<file path="config.mk">
export PLATFORM = sky130hd
export DESIGN_NAME = regfile_wb_scheduler
export DESIGN_NICKNAME = d
export VERILOG_FILES = /design/src/rtl/regfile_pkg.sv /design/src/rtl/rr_arbiter.sv /design/src/rtl/regfile_wb_scheduler.sv
export SDC_FILE = /design/constraint.sdc
export NUM_CORES = 1
export LEC_CHECK = 0
export ABC_AREA = 1
export CORE_UTILIZATION = 42
export DETAILED_ROUTE_END_ITERATION = 6
export PLACE_DENSITY = 0.79
export SETUP_SLACK_MARGIN = 0.4
export SLEW_MARGIN = 25
export SYNTH_ARGS = -nofsm -noshare
export SYNTH_HDL_FRONTEND = slang
export SYNTH_SLANG_ARGS = --single-unit
export TNS_END_PERCENT = 100
</file>
<file path="constraint.sdc">
create_clock -name clk -period 2.2 [get_ports clk]
set_input_delay 0.55 -clock clk [delete_from_list [all_inputs] [get_ports clk]]
set_output_delay 0.55 -clock clk [all_outputs]
set_load 0.01 [all_outputs]
</file>
<file path="src/rtl/regfile_pkg.sv">
`default_nettype none
// +--------------------------------------------------------------------------+
// | regfile_pkg: shared widths and types for the register-file write path    |
// | Rev 1.0                                                                  |
// +--------------------------------------------------------------------------+
package regfile_pkg;
  localparam int XLEN = 32;
  localparam int NREG = 32;
  localparam int AW   = $clog2(NREG);

  typedef logic [AW-1:0]   reg_idx_t;
  typedef logic [XLEN-1:0] xword_t;
endpackage
`default_nettype wire

</file>
<file path="src/rtl/rr_arbiter.sv">
`default_nettype none
// +--------------------------------------------------------------------------+
// | rr_arbiter: round-robin, one-hot grant; pointer moves past each winner   |
// | Rev 1.0                                                                  |
// +--------------------------------------------------------------------------+
module rr_arbiter #(
  parameter int N = 2
) (
  input  logic                 clk,
  input  logic                 rst,
  input  logic [N-1:0]         req,
  output logic [N-1:0]         gnt,
  output logic [$clog2(N)-1:0] gnt_idx,
  output logic                 gnt_any
);
  localparam int c_PW = $clog2(N);

  logic [c_PW-1:0] r_ptr;
  logic [c_PW-1:0] w_ptr_nxt;

  function automatic logic [c_PW-1:0] wrap_add(input logic [c_PW-1:0] p, input int k);
    int s;
    s = int'(p) + k;
    if (s >= N) s = s - N;
    return c_PW'(s);
  endfunction

  always_comb begin
    logic [c_PW-1:0] w_idx;
    gnt     = '0;
    gnt_idx = '0;
    gnt_any = 1'b0;
    w_idx   = '0;
    for (int k = 0; k < N; k++) begin
      w_idx = wrap_add(r_ptr, k);
      if (!gnt_any && req[w_idx]) begin
        gnt[w_idx] = 1'b1;
        gnt_idx    = w_idx;
        gnt_any    = 1'b1;
      end
    end
  end

  assign w_ptr_nxt = wrap_add(gnt_idx, 1);

  always_ff @(posedge clk) begin
    if (rst) begin
      r_ptr <= '0;
    end else if (gnt_any) begin
      r_ptr <= w_ptr_nxt;
    end
  end
endmodule
`default_nettype wire

</file>
<file path="src/rtl/regfile_wb_scheduler.sv">
`default_nettype none
// +--------------------------------------------------------------------------+
// | regfile_wb_scheduler: arbitrates writebacks onto the single regfile      |
// | write port and keeps the busy scoreboard behind the issue stall.         |
// | Rev 1.0                                                                  |
// +--------------------------------------------------------------------------+
module regfile_wb_scheduler
  import regfile_pkg::*;
#(
  parameter int NREQ = 2
) (
  input  logic                 clk,
  input  logic                 rst,
  input  logic [NREQ-1:0]      wb_valid,
  input  logic [NREQ*AW-1:0]   wb_rd,
  input  logic [NREQ*XLEN-1:0] wb_data,
  output logic [NREQ-1:0]      wb_ready,
  input  logic                 iss_valid,
  input  logic [AW-1:0]        iss_rs1,
  input  logic [AW-1:0]        iss_rs2,
  input  logic                 iss_use_rs1,
  input  logic                 iss_use_rs2,
  input  logic [AW-1:0]        iss_rd,
  output logic                 iss_stall,
  output logic [AW-1:0]        rd,
  output logic                 RuWr,
  output logic [XLEN-1:0]      RuWrData
);
  logic [NREQ-1:0]         w_req;
  logic [NREQ-1:0]         w_gnt;
  logic [$clog2(NREQ)-1:0] w_gnt_idx;
  logic                    w_gnt_any;
  reg_idx_t                w_sel_rd;
  xword_t                  w_sel_data;
  logic                    w_issue;
  logic [NREG-1:0]         w_busy_nxt;

  reg_idx_t        r_rd;
  logic            r_wr;
  xword_t          r_data;
  logic [NREG-1:0] r_busy;

  // Grants are suppressed during reset so no transfer is accepted then.
  assign w_req = rst ? '0 : wb_valid;

  rr_arbiter #(.N(NREQ)) u_arb (
    .clk     (clk),
    .rst     (rst),
    .req     (w_req),
    .gnt     (w_gnt),
    .gnt_idx (w_gnt_idx),
    .gnt_any (w_gnt_any)
  );

  assign wb_ready = w_gnt;

  always_comb begin
    w_sel_rd   = wb_rd[int'(w_gnt_idx)*AW +: AW];
    w_sel_data = wb_data[int'(w_gnt_idx)*XLEN +: XLEN];
  end

  assign iss_stall = iss_valid &&
                     ((iss_use_rs1 && r_busy[iss_rs1]) ||
                      (iss_use_rs2 && r_busy[iss_rs2]) ||
                      ((iss_rd != '0) && r_busy[iss_rd]));

  assign w_issue = iss_valid && !iss_stall && (iss_rd != '0);

  // Set is applied after clear so a same-edge re-issue keeps the register pending.
  always_comb begin
    w_busy_nxt = r_busy;
    if (w_gnt_any) w_busy_nxt[w_sel_rd] = 1'b0;
    if (w_issue)   w_busy_nxt[iss_rd]   = 1'b1;
    w_busy_nxt[0] = 1'b0;
  end

  always_ff @(posedge clk) begin
    if (rst) begin
      r_rd   <= '0;
      r_wr   <= 1'b0;
      r_data <= '0;
      r_busy <= '0;
    end else begin
      r_busy <= w_busy_nxt;
      if (w_gnt_any) begin
        r_rd   <= w_sel_rd;
        r_data <= w_sel_data;
        r_wr   <= (w_sel_rd != '0);
      end else begin
        r_wr   <= 1'b0;
      end
    end
  end

  assign rd       = r_rd;
  assign RuWr     = r_wr;
  assign RuWrData = r_data;
endmodule
`default_nettype wire

</file>
==> Yosys cells after proc, flatten, opt, wreduce, memory -nomap -nowiden <==
Cells that the tools add are included.
{ "totals": {"input_bits": 96, "mem_bits_ro": 0, "mem_bits_rw": 0, "latchBits": 0, "ff_bits": 71, "out_inout_bits": 41, "mem_count": 0, "elab_cells": 80} }
{ "classes": {"magnitude_cmp": 13, "n_shift": 2, "n_eq_ne": 0, "bitwise": 5, "add_sub_neg": 5, "muxes": 30, "n_mul": 1, "reduce_logical": 18, "div_mod_pow": 0} }
{ "ops": {"columns": ["operator", "n"], "rows": [
  ["2-to-1 mux 32 bit", 2],
  ["variable part select 64 x 7 -> 32 bit", 1],
  ["bitwise AND 32 bit", 1],
  ["NOT 32 bit", 1],
  ["OR 32 bit", 1],
  ["< comparator 5 x 6 -> 1 bit, second input constant", 4],
  ["2-to-1 mux 1 bit", 18],
  ["binary-select mux 1 bit (select 5 bit)", 3],
  ["logical AND 1 bit", 11],
  ["demux 1 bit (select 5 bit)", 2],
  [">= comparator 5 x 1 -> 1 bit, second input constant", 2],
  ["nonzero test 5 bit", 2],
  ["variable part select 10 x 5 -> 5 bit", 1],
  ["2-to-1 mux 2 bit", 3],
  ["adder 1 x 1 -> 2 bit, second input constant", 2],
  [">= comparator 2 bit, second input constant", 2],
  ["< comparator 1 x 2 -> 1 bit, second input constant", 2],
  ["multiplier 1 x 3 -> 4 bit, second input constant", 1],
  ["subtractor 1 bit, second input constant", 3],
  ["demux 1 bit (select 1 bit)", 2],
  [">= comparator 1 bit, second input constant", 2],
  [">= comparator 1 x 2 -> 1 bit, second input constant", 1],
  ["logical NOT 1 bit", 2],
  ["logical OR 1 bit", 2],
  ["3 further kinds", 3]
]} }

==> Depth between registers and ports, before layout <==
{ "logic_depth": {"word_depth": 19, "ltp_mapped": 15} }

==> By module <==
A second synthesis with hierarchy kept.
{ "unflattened": {"hier_cells": 701, "area_unflattened_um2": 4234.1} }
{ "modules_own_cells": {"columns": ["mod", "cells_each", "seq_area_each_um2", "n_inst", "area_per_inst_um2"], "rows": [
  ["regfile_wb_scheduler", 684, 1381.3, 1, 4150.2],
  ["rr_arbiter", 17, 20.0, 1, 83.8]
]} }

==> Worst setup path before layout <==
No wires, ideal clock.
{ "synth_path": {"kind": "input port to output port", "startpoint": "input iss_rs2[0]", "endpoint": "output iss_stall", "required_ps": 1650, "slack_ps": -8, "arrival_time_ps": 1658, "stages": 10, "cell_sequence": "buf_2 buf_4 a21oi_1 o21ai_0 nand3_1 a21oi_1 nor2_1 nor2_1 o21ai_0 inv_1"} }
{ "synth_via": {"elab_chain_cells": 6} }
{ "synth_rtl": {"columns": ["item", "line_no", "source"], "rows": [
  ["start, declared", "regfile_wb_scheduler.sv:20", "input logic [AW-1:0] iss_rs2,"],
  ["binary-select mux 1 bit (select 5 bit)", "regfile_wb_scheduler.sv:64", "(iss_use_rs2 && r_busy[iss_rs2]) ||"],
  ["2-to-1 mux 1 bit (implied by the code)", "regfile_wb_scheduler.sv:64", null],
  ["logical AND 1 bit", "regfile_wb_scheduler.sv:64", null],
  ["logical OR 1 bit", "regfile_wb_scheduler.sv:63", "((iss_use_rs1 && r_busy[iss_rs1]) ||"],
  ["logical OR 1 bit", "regfile_wb_scheduler.sv:64", null],
  ["logical AND 1 bit", "regfile_wb_scheduler.sv:62", "assign iss_stall = iss_valid &&"],
  ["end, declared", "regfile_wb_scheduler.sv:24", "output logic iss_stall,"]
]} }
Every way passes these cells. The select of a mux whose other input is x is not followed.

==> Worst setup path in the final report <==
{ "layout_path": {"startpoint": "input iss_rd[1]", "endpoint": "output iss_stall"} }
{ "layout_via": {"elab_chain_cells": 5, "elab_cells_between_ends": 6, "cone_classes": "2 x mux; 4 x reduce/logical"} }
{ "layout_rtl": {"columns": ["item", "line_no", "source"], "rows": [
  ["start, declared", "regfile_wb_scheduler.sv:23", "input logic [AW-1:0] iss_rd,"],
  ["binary-select mux 1 bit (select 5 bit)", "regfile_wb_scheduler.sv:65", "((iss_rd != '0) && r_busy[iss_rd]));"],
  ["2-to-1 mux 1 bit (implied by the code)", "regfile_wb_scheduler.sv:65", null],
  ["logical AND 1 bit (*)", "regfile_wb_scheduler.sv:65", null],
  ["logical OR 1 bit (*)", "regfile_wb_scheduler.sv:64", null],
  ["logical AND 1 bit (*)", "regfile_wb_scheduler.sv:62", null]
]} }
Mark *: on every way between the ends. The rest lies on a longest branch, timed or not. The select of a mux whose other input is x is not followed.

==> flow_summary.ini <==
[run_status]
status = finished with violations
violations = setup timing

[critical_path]
timing.rr.start = r_busy[9]
endpoint = iss_stall
end_kind = output port
reg2reg_to = r_busy[4]
crit_fanout = 5
path_class = input port to output port
rr_worst_depth = 15
cp-start-kind = input port
r2r_slack_ps = 170
crit_start = iss_rd[1]
required_ps = 1650
crit_arrival_ps = 1850

[detailed_routing]
route.detailed.drc = 0
drt_first_pass_iters = 5
wl_per_cell_um = 17.0
wl_um = 17000
vias_per_cell = 5.59
drt_iter0_drc = 557
via_count = 5583
detail-route-antenna-nets = 0

[power]
power_density_nw_per_um2 = 479
finalPower_mw = 3.34
vdd_ir_drop_max_mv = 0.425
leakage_nw = 3.04

[sta]
fin_crit_sh = 1.09
skew_ps = 10.7
fmax_mhz = 416
rsz0062_at_grt = true
relSlewSlack = 0.380
tightest_slew_ps = 931
setup_viol = 1
maxSlewViolCount = 0
period_minus_slack_ps = 2400
setup_ws_ps = -202
hold_violations = 0

[cts]
cts_tree = built
cts_hold_buffers = 0
clockRootBuffer = clkbuf_8
clk_pin_slew_ps = 70
htree_levels = 3
insertion_delay_ps = 370
cts_buffer_depth = 2
cts_buffers = 9
cts_sinks = 70

[synth]
synth.most_common_cell = nand2_1
synthTopCellsByCount = 149 x nand2_1, 115 x nor2_1, 92 x nand3_1, 70 x dfxtp_1, 62 x inv_1
syn_nets = 770
ys_seq_area_frac = 0.334
synth_cell_types = 24
yosys_warnings = 0
synth_area_per_cell_sq_um = 6.23
synth_largest_area_cell = dfxtp_1
synth-seq-cells = 70
netlist_instances = 674
synth_area_sq_um = 4200
synth_top_area_frac = 0.334
synth_area_leaders = dfxtp_1 33%, nand2_1 13%, nand3_1 11%, nor2_1 10%, o32ai_1 5.6%
ys_async_sr_fraction = 0
synth-main-ff-cell = dfxtp_1
synth_edf_count = 0

[floorplanning]
core_sq_um = 9730
die_area_sq_um = 10400
die_h_um = 102
io_pins = 137
initial_utilization = 0.431
dieWidth_um = 102
rows = 36

[final_layout]
final_util = 0.716
drive_above_1_share = 0.268
fin_cells = 999
fillerInstances = 755
syn2layout_area_growth_pct = 66.1
antenna_cells = 0
nets = 957

[global_route]
antenna_found_initial = 0
grt_pass1_vias = 5282
grt_overflow = 0
grt_pass1_wl_um = 25400
grt_start_max_net_pins = 70
grt_use_total = 0.315

[placed_design]
dp_cells = 964
pre_cts_ws_ps = -1060
place_hpwl_um = 11000
port_buffers = 136
routabilityCongestion = 0.937

[job]
cap_violations = 0

[hold_path]
min_path_type = flip-flop to flip-flop
## cells in the final DEF (no fill, tap or decap), types with 7 or more instances in the layout
cell             count
a21oi_1              9
a21oi_2             32
buf_4               56
buf_6               20
clkbuf_8            10
clkdlybuf4s50_1     80
dfxtp_1             68
dlygate4sd2_1       23
dlymetal6s2s_1      18
inv_1               52
inv_2               13
nand2_1            142
nand2_2              7
nand3_1             52
nand3_2             31
nand3_4              9
nor2_1             106
nor2_4               7
o21ai_0             20
o21ai_1             20
o32ai_1             27
## through the flow
stage | area (sq um) | hold WS, ps | setup TNS (ps)
global placement | 6100 | 455 | -18630
detailed placement | 6100 | 461 | -22860
CTS | 6640 | 473 | -159
global route | 6970 | 481 | -300
finish | 6970 | 465 | -202
floorplan | 4370 | 457 | 0
## cell families after synthesis
| logic type | after synthesis | synth area share |
|---|---|---|
| AOI/OAI and AO/OA | 122 | 0.181 |
| DFF | 70 | 0.334 |
| and+or+nand+nor | 376 | 0.377 |
| buffers and inverters | 106 | 0.108 |
## worst min-delay path by stage
stage | from | end | depth (start not counted)
floorplan | u_arb.r_ptr | u_arb.r_ptr | 2
global placement | RuWrData[6] | RuWrData[6] | 2
detailed placement | RuWrData[27] | RuWrData[27] | 2
CTS | RuWrData[9] | RuWrData[9] | 2
global route | rd[0] | rd[0] | 2
finish | rd[0] | rd[0] | 2
## worst max-delay path: stages
cell	delay (ps)
buf_6	100
inv_4	60
nor2_2	50
buf_6	120
nand2_1	60
nand4_1	140
nand2_1	120
nand2_1	50
inv_1	50
nand2_1	40
nor2_1	110
nand2_2	100
o21ai_2	140
inv_1	60
buf_6	110
## power by group
group	total [mW]	internal, mW	switching, mW	leakage, nW
combinational	1.02	0.492	0.530	2.37
sequential	1.38	1.34	0.0414	0.576
clock	0.932	0.430	0.501	0.0926
total	3.34	2.26	1.07	3.04
## metal layers
metal	wire length [um]	GRT usage	up-vias
met2	8210	0.531	358
met5	0	0	-
met1	6160	0.359	2533
met3	1750	0.0848	89
li1	-	-	2603
met4	905	0.178	0
## sequential cells by signal, indices dropped and copies added (netlist names)
| register | cells |
|---|---|
| RuWrData | 32 |
| r_busy | 31 |
| rd | 5 |
| RuWr | 1 |
| u_arb.r_ptr | 1 |
## final cells by class
cell class	instances	area, sq um	share of cell area
repair inverters	2	13.8	0.00197
inverters	69	279	0.0400
well taps	133	166	0.0239
multi-input cells	498	2880	0.413
repair buffers	211	2060	0.296
clock inverters	5	25.0	0.00359
flip-flops and latches	70	1400	0.201
clock buffers	11	141	0.0203
## what timing repair did
action,CTS,global route
resized for setup,177,63
setup buffers,7,6
gates cloned,3,3
pin swaps,24,22
endpoints found under the setup margin,93,53
Note: power is estimated with default switching activity, not from simulation.
